## src/rtl/mw_pkg.sv

```systemverilog
// rtl/mw_pkg.sv - shared constants for the microwave cook sequencer
// Contents: 2-bit state codes and the all-zero BCD time value.
package mw_pkg;

    localparam logic [1:0] ST_IDLE  = 2'd0;
    localparam logic [1:0] ST_COOK  = 2'd1;
    localparam logic [1:0] ST_PAUSE = 2'd2;
    localparam logic [1:0] ST_DONE  = 2'd3;

    localparam logic [11:0] BCD_ZERO = 12'h000;

endpackage

```

## src/rtl/mw_tick_prescaler.sv

```systemverilog
// rtl/mw_tick_prescaler.sv - mod-TICK_DIV prescaler producing a one-per-second wrap
// Ports:
//   clk     in  system clock
//   clr     in  asynchronous active-high reset
//   run     in  1 = count this cycle, 0 = hold the current value
//   restart in  force the count to 0 (overrides run)
//   tick    out high in the cycle whose clock edge wraps the count to 0
module mw_tick_prescaler #(
    parameter int TICK_DIV = 50000000
) (
    input  logic clk,
    input  logic clr,
    input  logic run,
    input  logic restart,
    output logic tick
);

    localparam int CW = $clog2(TICK_DIV);
    localparam logic [CW-1:0] LAST = CW'(TICK_DIV - 1);

    logic [CW-1:0] count;

    always_ff @(posedge clk or posedge clr) begin
        if (clr) begin
            count <= '0;
        end else if (restart) begin
            count <= '0;
        end else if (run) begin
            count <= (count == LAST) ? '0 : count + 1'b1;
        end
    end

    // Combinational so the controller can register its cnt_en in the same
    // edge that wraps the count.
    assign tick = run & ~restart & (count == LAST);

endmodule

```

## src/rtl/mw_cook_ctrl.sv

```systemverilog
// rtl/mw_cook_ctrl.sv - microwave cook sequencer: button arbitration, 1 Hz countdown, magnetron and beep
// Ports:
//   clk, clr            clock and asynchronous active-high reset
//   start, stop         start/resume and stop/pause buttons (acted on at rising edge)
//   clear_btn           clear button (acted on at rising edge)
//   door_closed         1 = door closed
//   keypad_load         1-cycle request to load keypad time into the counter chain
//   time_bcd            current counter-chain value {min, tens, units}
//   cnt_en              1-cycle countdown enable, one per cooked second
//   cnt_loadn, cnt_clrn active-low 1-cycle load / clear strobes to the chain
//   mag_on, beep        magnetron enable and end-of-cook alarm
//   state_o             current state code
module mw_cook_ctrl
    import mw_pkg::*;
#(
    parameter int TICK_DIV   = 50000000,
    parameter int BEEP_TICKS = 3
) (
    input  logic        clk,
    input  logic        clr,
    input  logic        start,
    input  logic        stop,
    input  logic        clear_btn,
    input  logic        door_closed,
    input  logic        keypad_load,
    input  logic [11:0] time_bcd,
    output logic        cnt_en,
    output logic        cnt_loadn,
    output logic        cnt_clrn,
    output logic        mag_on,
    output logic        beep,
    output logic [1:0]  state_o
);

    localparam int BW = $clog2(BEEP_TICKS + 1);
    localparam logic [BW-1:0] BEEP_LAST = BW'(BEEP_TICKS - 1);

    logic [1:0]    state, state_n;
    logic [BW-1:0] beep_cnt, beep_cnt_n;
    logic          start_q, stop_q, clear_q, armed;
    logic          ev_start, ev_stop, ev_clear, zero;
    logic          tick, run, restart;
    logic          cnt_en_n, cnt_loadn_n, cnt_clrn_n, mag_on_n, beep_n;

    // armed stays low for the first clock after reset so that a button
    // already held while clr was asserted is sampled, not taken as a press.
    always_ff @(posedge clk or posedge clr) begin
        if (clr) begin
            start_q <= 1'b0;
            stop_q  <= 1'b0;
            clear_q <= 1'b0;
            armed   <= 1'b0;
        end else begin
            start_q <= start;
            stop_q  <= stop;
            clear_q <= clear_btn;
            armed   <= 1'b1;
        end
    end

    assign ev_start = armed & start & ~start_q;
    assign ev_stop  = armed & stop & ~stop_q;
    assign ev_clear = armed & clear_btn & ~clear_q;
    assign zero     = (time_bcd == BCD_ZERO);

    mw_tick_prescaler #(.TICK_DIV(TICK_DIV)) u_prescaler (
        .clk     (clk),
        .clr     (clr),
        .run     (run),
        .restart (restart),
        .tick    (tick)
    );

    always_comb begin
        state_n     = state;
        beep_cnt_n  = beep_cnt;
        cnt_en_n    = 1'b0;
        cnt_loadn_n = 1'b1;
        cnt_clrn_n  = 1'b1;
        mag_on_n    = 1'b0;
        beep_n      = 1'b0;
        run         = 1'b0;
        restart     = 1'b0;
        case (state)
            ST_IDLE: begin
                if (ev_clear) begin
                    cnt_clrn_n = 1'b0;
                end else begin
                    if (keypad_load) cnt_loadn_n = 1'b0;
                    if (ev_start && door_closed && !zero) begin
                        state_n  = ST_COOK;
                        restart  = 1'b1;
                        mag_on_n = 1'b1;
                    end
                end
            end
            ST_COOK: begin
                if (ev_clear) begin
                    state_n    = ST_IDLE;
                    cnt_clrn_n = 1'b0;
                end else if (!door_closed || ev_stop) begin
                    state_n = ST_PAUSE;
                end else if (zero && !cnt_en) begin
                    // Wait out the cycle where the last cnt_en is applied so
                    // zero reflects the chain after that decrement.
                    state_n    = ST_DONE;
                    beep_n     = 1'b1;
                    restart    = 1'b1;
                    beep_cnt_n = '0;
                end else begin
                    mag_on_n = 1'b1;
                    run      = 1'b1;
                    cnt_en_n = tick & ~zero;
                end
            end
            ST_PAUSE: begin
                if (ev_stop || ev_clear) begin
                    state_n    = ST_IDLE;
                    cnt_clrn_n = 1'b0;
                end else if (ev_start && door_closed) begin
                    // Prescaler is not run on this edge: it resumes from the
                    // exact count it was frozen at.
                    state_n  = ST_COOK;
                    mag_on_n = 1'b1;
                end
            end
            ST_DONE: begin
                if (ev_stop || ev_clear || !door_closed) begin
                    state_n = ST_IDLE;
                end else begin
                    run    = 1'b1;
                    beep_n = 1'b1;
                    if (tick) begin
                        beep_cnt_n = beep_cnt + 1'b1;
                        if (beep_cnt == BEEP_LAST) begin
                            state_n = ST_IDLE;
                            beep_n  = 1'b0;
                        end
                    end
                end
            end
            default: state_n = ST_IDLE;
        endcase
    end

    always_ff @(posedge clk or posedge clr) begin
        if (clr) begin
            state     <= ST_IDLE;
            beep_cnt  <= '0;
            cnt_en    <= 1'b0;
            cnt_loadn <= 1'b1;
            cnt_clrn  <= 1'b1;
            mag_on    <= 1'b0;
            beep      <= 1'b0;
        end else begin
            state     <= state_n;
            beep_cnt  <= beep_cnt_n;
            cnt_en    <= cnt_en_n;
            cnt_loadn <= cnt_loadn_n;
            cnt_clrn  <= cnt_clrn_n;
            mag_on    <= mag_on_n;
            beep      <= beep_n;
        end
    end

    assign state_o = state;

endmodule

```

## config.mk

```make
export PLATFORM = sky130hd
export DESIGN_NAME = mw_cook_ctrl
export DESIGN_NICKNAME = d
export VERILOG_FILES = /design/src/rtl/mw_pkg.sv /design/src/rtl/mw_tick_prescaler.sv /design/src/rtl/mw_cook_ctrl.sv
export SDC_FILE = /design/constraint.sdc
export NUM_CORES = 1
export LEC_CHECK = 0
export CAP_MARGIN = 5
export CORE_UTILIZATION = 28
export CTS_BUF_LIST = sky130_fd_sc_hd__clkbuf_4 sky130_fd_sc_hd__clkbuf_8 sky130_fd_sc_hd__clkbuf_16
export CTS_CLUSTER_DIAMETER = 100
export DETAILED_ROUTE_END_ITERATION = 12
export PLACE_DENSITY = 0.45
export RECOVER_POWER = 50
export SLEW_MARGIN = 20
export SYNTH_ARGS = -nofsm -noshare
export SYNTH_HDL_FRONTEND = slang
export SYNTH_SLANG_ARGS = --single-unit
```

## constraint.sdc

```tcl
create_clock -name clk -period 2.7 [get_ports clk]
set_input_delay 0.54 -clock clk [delete_from_list [all_inputs] [get_ports clk]]
set_output_delay 0.54 -clock clk [all_outputs]
set_load 0.05 [all_outputs]
```

# Word level (Yosys, flattened, before mapping)
# Index checks and enable logic that the tools add are counted.
dict set report classes {
  n_mux 48
  n_bitwise 14
  n_eq_ne 16
  reduce_logical 16
  add_sub_neg 2
}
# op count
set op_table {}
lappend op_table {{$mux 26} 3}
lappend op_table {{$mux 2} 15}
lappend op_table {{$add 26x1->26 const B} 1}
lappend op_table {{$eq 26x26->1 const B} 1}
lappend op_table {{$mux 1} 23}
lappend op_table {{$ne 2x2->1 const B} 7}
lappend op_table {{$logic_not 12->1} 1}
lappend op_table {{$reduce_and 6->1} 2}
lappend op_table {{$and 1x1->1} 9}
lappend op_table {{$ne 3x3->1 const B} 3}
lappend op_table {{$pmux 1 s2} 4}
lappend op_table {{$pmux 2 s4} 1}
lappend op_table {{$eq 2x2->1 const B} 3}
lappend op_table {{$not 1->1} 5}
lappend op_table {{$ne 4x4->1 const B} 1}
lappend op_table {{$pmux 2 s2} 1}
lappend op_table {{$reduce_bool 2->1} 2}
lappend op_table {{$logic_and 1x1->1} 3}
lappend op_table {{$logic_not 1->1} 3}
lappend op_table {{$logic_or 1x1->1} 3}
lappend op_table {{$pmux 1 s3} 1}
lappend op_table {{$add 2x1->2 const B} 1}
lappend op_table {{$eq 2x1->1 const B} 1}
lappend op_table {{$logic_not 2->1} 1}
lappend op_table {{$reduce_or 2->1} 1}
dict set report totals {
  input_bits 19
  register_bits 39
  wordCells 108
  out_inout_bits 7
}

# Longest topological paths before layout
# Gate-level depths: netlist of the first run.
dict set report logic_depth {
  depth_word 15
  ltp_mapped 8
  ltp_nobuf 6
}

# By module
# A second synthesis of the first run with hierarchy kept.
dict set report hier_totals {
  hier_cells 252
  hier_area_um2 2357.3
}
# mod n_inst seq_area_each_um2 area_each_um2 cells_per_inst
set by_module_without_submodules {}
lappend by_module_without_submodules {mw_tick_prescaler 1 650.6 1611.5 179}
lappend by_module_without_submodules {mw_cook_ctrl 1 327.8 745.7 73}

# Worst setup path before layout of the first run
# No wires, ideal clock.
dict set report synth_timing {
  path_type {reg2reg}
  start {register u_prescaler.count[7]}
  end {register u_prescaler.count[16]}
  path_buffers 3
  required_time_ns 2.561
  t_arrival_ns 1.929
  path_slack_ns 0.633
  stages_incl_launch_ff 8
  setup_ns 0.139
  synth_period_minus_slack_ns 2.067
  cell_sequence {dfrtp_1 buf_2 or4b_1 or4_1 buf_2 buf_6 a41oi_1 a31oi_1}
}
dict set report synth_between {
  elab_chain_len 4
  word_cells_on_any_way 5
  cone_classes {add/sub (1); eq/ne (1); mux (3)}
}
# element line
set synth_rtl {}
lappend synth_rtl {{start: declaration} mw_tick_prescaler.sv:21} ;# logic [CW-1:0] count;
lappend synth_rtl {{start signal: assignment} mw_tick_prescaler.sv:29} ;# count <= (count == LAST) ? '0 : count + 1'b1;
lappend synth_rtl {{$add 26x1->26 / $eq 26x26->1 (equally long branches)} mw_tick_prescaler.sv:29}
lappend synth_rtl {{$mux 26 *} mw_tick_prescaler.sv:29}
lappend synth_rtl {{$mux 26 *} mw_tick_prescaler.sv:28} ;# end else if (run) begin
lappend synth_rtl {{$mux 26 *} mw_tick_prescaler.sv:26} ;# end else if (restart) begin
# Mark *: on every way between the ends. The rest lies on a longest branch, timed or not. The select of a mux whose other input is x is not followed.
# A chain may end at the register's enable or synchronous reset.

# Final worst setup path of the first run
dict set report layout_timing {
  start {input clear_btn}
  end {register u_prescaler.count[4]}
}
dict set report layout_between {
  elab_chain_len 7
  word_cells_on_any_way 12
  cone_classes {mux (7); bitwise (2); reduce/logical (3)}
}
# element line
set layout_rtl {}
lappend layout_rtl {{start: declaration} mw_cook_ctrl.sv:23} ;# input logic clear_btn,
lappend layout_rtl {{$and 1x1->1 * (2 in series)} mw_cook_ctrl.sv:63} ;# assign ev_clear = armed & clear_btn & ~clear_q;
lappend layout_rtl {{$logic_or 1x1->1 (2 in series)} mw_cook_ctrl.sv:128} ;# if (ev_stop || ev_clear || !door_closed) begin
lappend layout_rtl {{$mux 1} mw_cook_ctrl.sv:128}
lappend layout_rtl {{$pmux 1 s2} mw_cook_ctrl.sv:84} ;# case (state)
lappend layout_rtl {{$reduce_bool 2->1 (no source line)} --}
# Mark *: on every way between the ends. The rest lies on a longest branch, timed or not.

==> summary.txt, run 1 <==
Outcome: complete, no violations
Hold Crit Class: flop to flop
Synth area leaders: dfrtp_1, a31oi_1, nand3_1, nand2_1, dfstp_2
Pins Over Slew Limit: 0
Initial Util: 28.76%
WHS: 0.4916 ns
Final Net Count: 293
Synth Area in Adders: 1.132%
Hold-fix buffers, CTS: 0
Largest net degree at the start of global routing: 29
DIE HEIGHT: 90.86 um
Final RePlAce weighted congestion: 0.7382
Cts bufs inserted: 5
I/O Buffers: 25
First-pass GRT wire length: 10.02 mm
Via count: 1997
GRT overflow: 0
Clock skew: 0.008504 ns
Vias in the first global route: 1958
I/O pins: 26
Via density per instance: 5.325
Commonest non-fill, non-tap cell in the layout: dfrtp_1
Synth-to-Final Area Change: 24.28%
Worst-path clk slew: 0.08 ns
Synth Area in Simple Gates: 26.09%
Root buf cell: clkbuf_8
Synth top area share: 41.88%
Clk_lat worst skew: 0.29 ns
Final setup fails: 0
Post-synthesis cell type count: 47
Ant. Diodes: 0
WL final: 5.642 mm
Initial DRC Count: 78
Max_cap viols: 0
P_leak: 1.047 nW
Synth Area in Compound Gates: 21.90%
Most used flip-flop cell after synthesis: dfrtp_1
EDFF count, synth: 0
Max Buffers Root-to-Sink: 2
Total GRT Usage: 15.16%
Relative slew slack: 52.50%
Core ar.: 7687 um^2
Crit path max fanout: 11
TritonRoute pass-1 iters: 4
WS Path Type: input pin to flop
Synth warnings: 0
Layout cells sized above 1: 10.26%
Number of setup buffers added after CTS: 0
Die width: 90.86 um
Initial antenna violation count: 0
Gate Count Post-Synth: 243
CTS tree: yes
Routed Antenna Nets: 0
CP Capture Type: flop
Filler cells: 811
Mapped cell area: 2211 um^2
Largest family of logic cells by synthesized area: simple AND/OR/NAND/NOR gates
Endpoints failing hold: 0
Avg Cell Area, Syn: 9.098 um^2
XOR/XNOR share of the synthesized area: 0%
CP startpoint kind: input pin
Mux share of post-synthesis cell area: 0.9055%
Power Density: 500.3 nW/um^2
Data arrival, critical path: 2.52 ns
FP Rows: 32
Wirelength per Cell: 15.05 um
DPL Wire Length: 3.994 mm
Sequential share of the synthesized area: 44.26%
FF+latch count, synth: 39
Max H-tree Level: 2
Most frequent cells in the layout: dfrtp_1, a31oi_1, nand3_1
Residual DRC: 0
Max VDD drop: 0.0001769 V
Die Area: 8256 um^2
Synth area leader: dfrtp_1
Final Critical Period: 2.336 ns
Measured slew at the worst slew-check pin: 0.7081 ns
Achievable frequency: 428.1 MHz
Clock Sinks: 39
Final period util: 86.51%
Setup TNS: 0 ns
RSZ-0062 raised after global routing: false
Async set-or-reset flop fraction in the synthesized netlist: 100.0%
Post-CTS sizing: 0
Synth Net Count: 264
WP data required: 2.89 ns
synth_stat cells, drive strengths merged (7+ instances only):
cell,number
nor2,13
dfrtp,37
a31oi,31
buf,8
nand3b,7
nand4,8
clkbuf,8
nor4,7
nor3,7
nand3,22
nand2,19
inv,11
worst max-delay path, cell delays in order:
cell and delay, ns:
dlygate4sd3_1 0.55, nor2b_1 0.18, a2111oi_0 0.57, a22oi_1 0.14, buf_4 0.21, a21o_1 0.16
a22o_1 0.17
metrics by stage:
| stage | cells | util, % | instance area [um^2] | power, W | worst slack, ns |
|---|---|---|---|---|---|
| final | 375 | 35.74 | 2748 | 0.001375 | 0.3643 |
| after global placement | 367 | 34.21 | 2630 | 0.0008760 | 0.1869 |
| after CTS | 375 | 35.74 | 2748 | 0.001398 | 0.4093 |
| after detailed placement | 367 | 34.21 | 2630 | 0.0008743 | 0.1615 |
| after floorplan | 243 | - | 2211 | 0.0007800 | 0.6327 |
| after global routing | 375 | 35.74 | 2748 | 0.001454 | 0.1838 |
sequential cells by signal (all words and copies together) (netlist names):
signal,cells
start_q,1
cnt_clrn,1
u_prescaler.count,26
cnt_en,1
armed,1
stop_q,1
beep,1
cnt_loadn,1
beep_cnt,2
clear_q,1
mag_on,1
state_o,2
cell families (layout without fill, tap and decap cells):
logic type / count (synthesis) / in the layout
simple gates: 104 / 104
other cells: 1 / 1
fa+ha+maj: 2 / 2
compound gates: 68 / 68
mux: 2 / 2
flops: 39 / 39
buf+inv: 27 / 57
cell type report:
class                      instances  area [um^2]  share of cell area, %
multi-input combinational        177         1110                  40.39
sequential                        39        978.4                  35.61
timing repair buffer              38        372.9                  13.57
tap                              102        127.6                  4.645
clock buffer                       6        82.58                  3.005
inverter                          11        41.29                  1.503
clock inverter                     2        35.03                  1.275
where the power goes:
| group | total (W) | switching [W] | internal (W) | leakage (nW) |
|---|---|---|---|---|
| Combinational | 0.000205 | 0.000118 | 0.0000871 | 0.461 |
| Clock | 0.000515 | 0.000216 | 0.000299 | 0.0612 |
| Sequential | 0.000654 | 0.0000357 | 0.000619 | 0.525 |
| Total | 0.00137 | 0.000370 | 0.00101 | 1.05 |
metal layers:
metal  global-route usage, %  wire (um)  vias up
met5                       0          0        -
met4                   4.233         72        0
met3                   3.283        194        5
met2                   24.81       2701       42
met1                   20.14       2674      957
li1                        -          -      993
path summary, 6_finish.rpt:
| kind | start | endpoint | slack, ns | cells past startpoint |
|---|---|---|---|---|
| max in group asynchronous | clr | cnt_clrn | 1.41 | 3 |
| max | clear_btn | u_prescaler.count[4] | 0.36 | 7 |
| min reg2reg | u_prescaler.count[15] | u_prescaler.count[15] | 0.49 | 1 |
| min | u_prescaler.count[15] | u_prescaler.count[15] | 0.49 | 1 |
| max reg2reg | u_prescaler.count[1] | u_prescaler.count[24] | 0.43 | 7 |
| min in group asynchronous | clr | u_prescaler.count[13] | 0.72 | 2 |
Note: power is estimated with default switching activity, not from simulation.
==> run 2: changes to the inputs <==
--- a/config.mk
+++ b/config.mk
@@ -5,7 +5,7 @@
 export SDC_FILE = /design/constraint.sdc
 export NUM_CORES = 1
 export LEC_CHECK = 0
-export CAP_MARGIN = 5
+export CAP_MARGIN = 10
 export CORE_UTILIZATION = 28
 export CTS_BUF_LIST = sky130_fd_sc_hd__clkbuf_4 sky130_fd_sc_hd__clkbuf_8 sky130_fd_sc_hd__clkbuf_16
 export CTS_CLUSTER_DIAMETER = 100
==> results of run 2 <==
The final DEF is identical to that of run 1; final timing and power are the same.
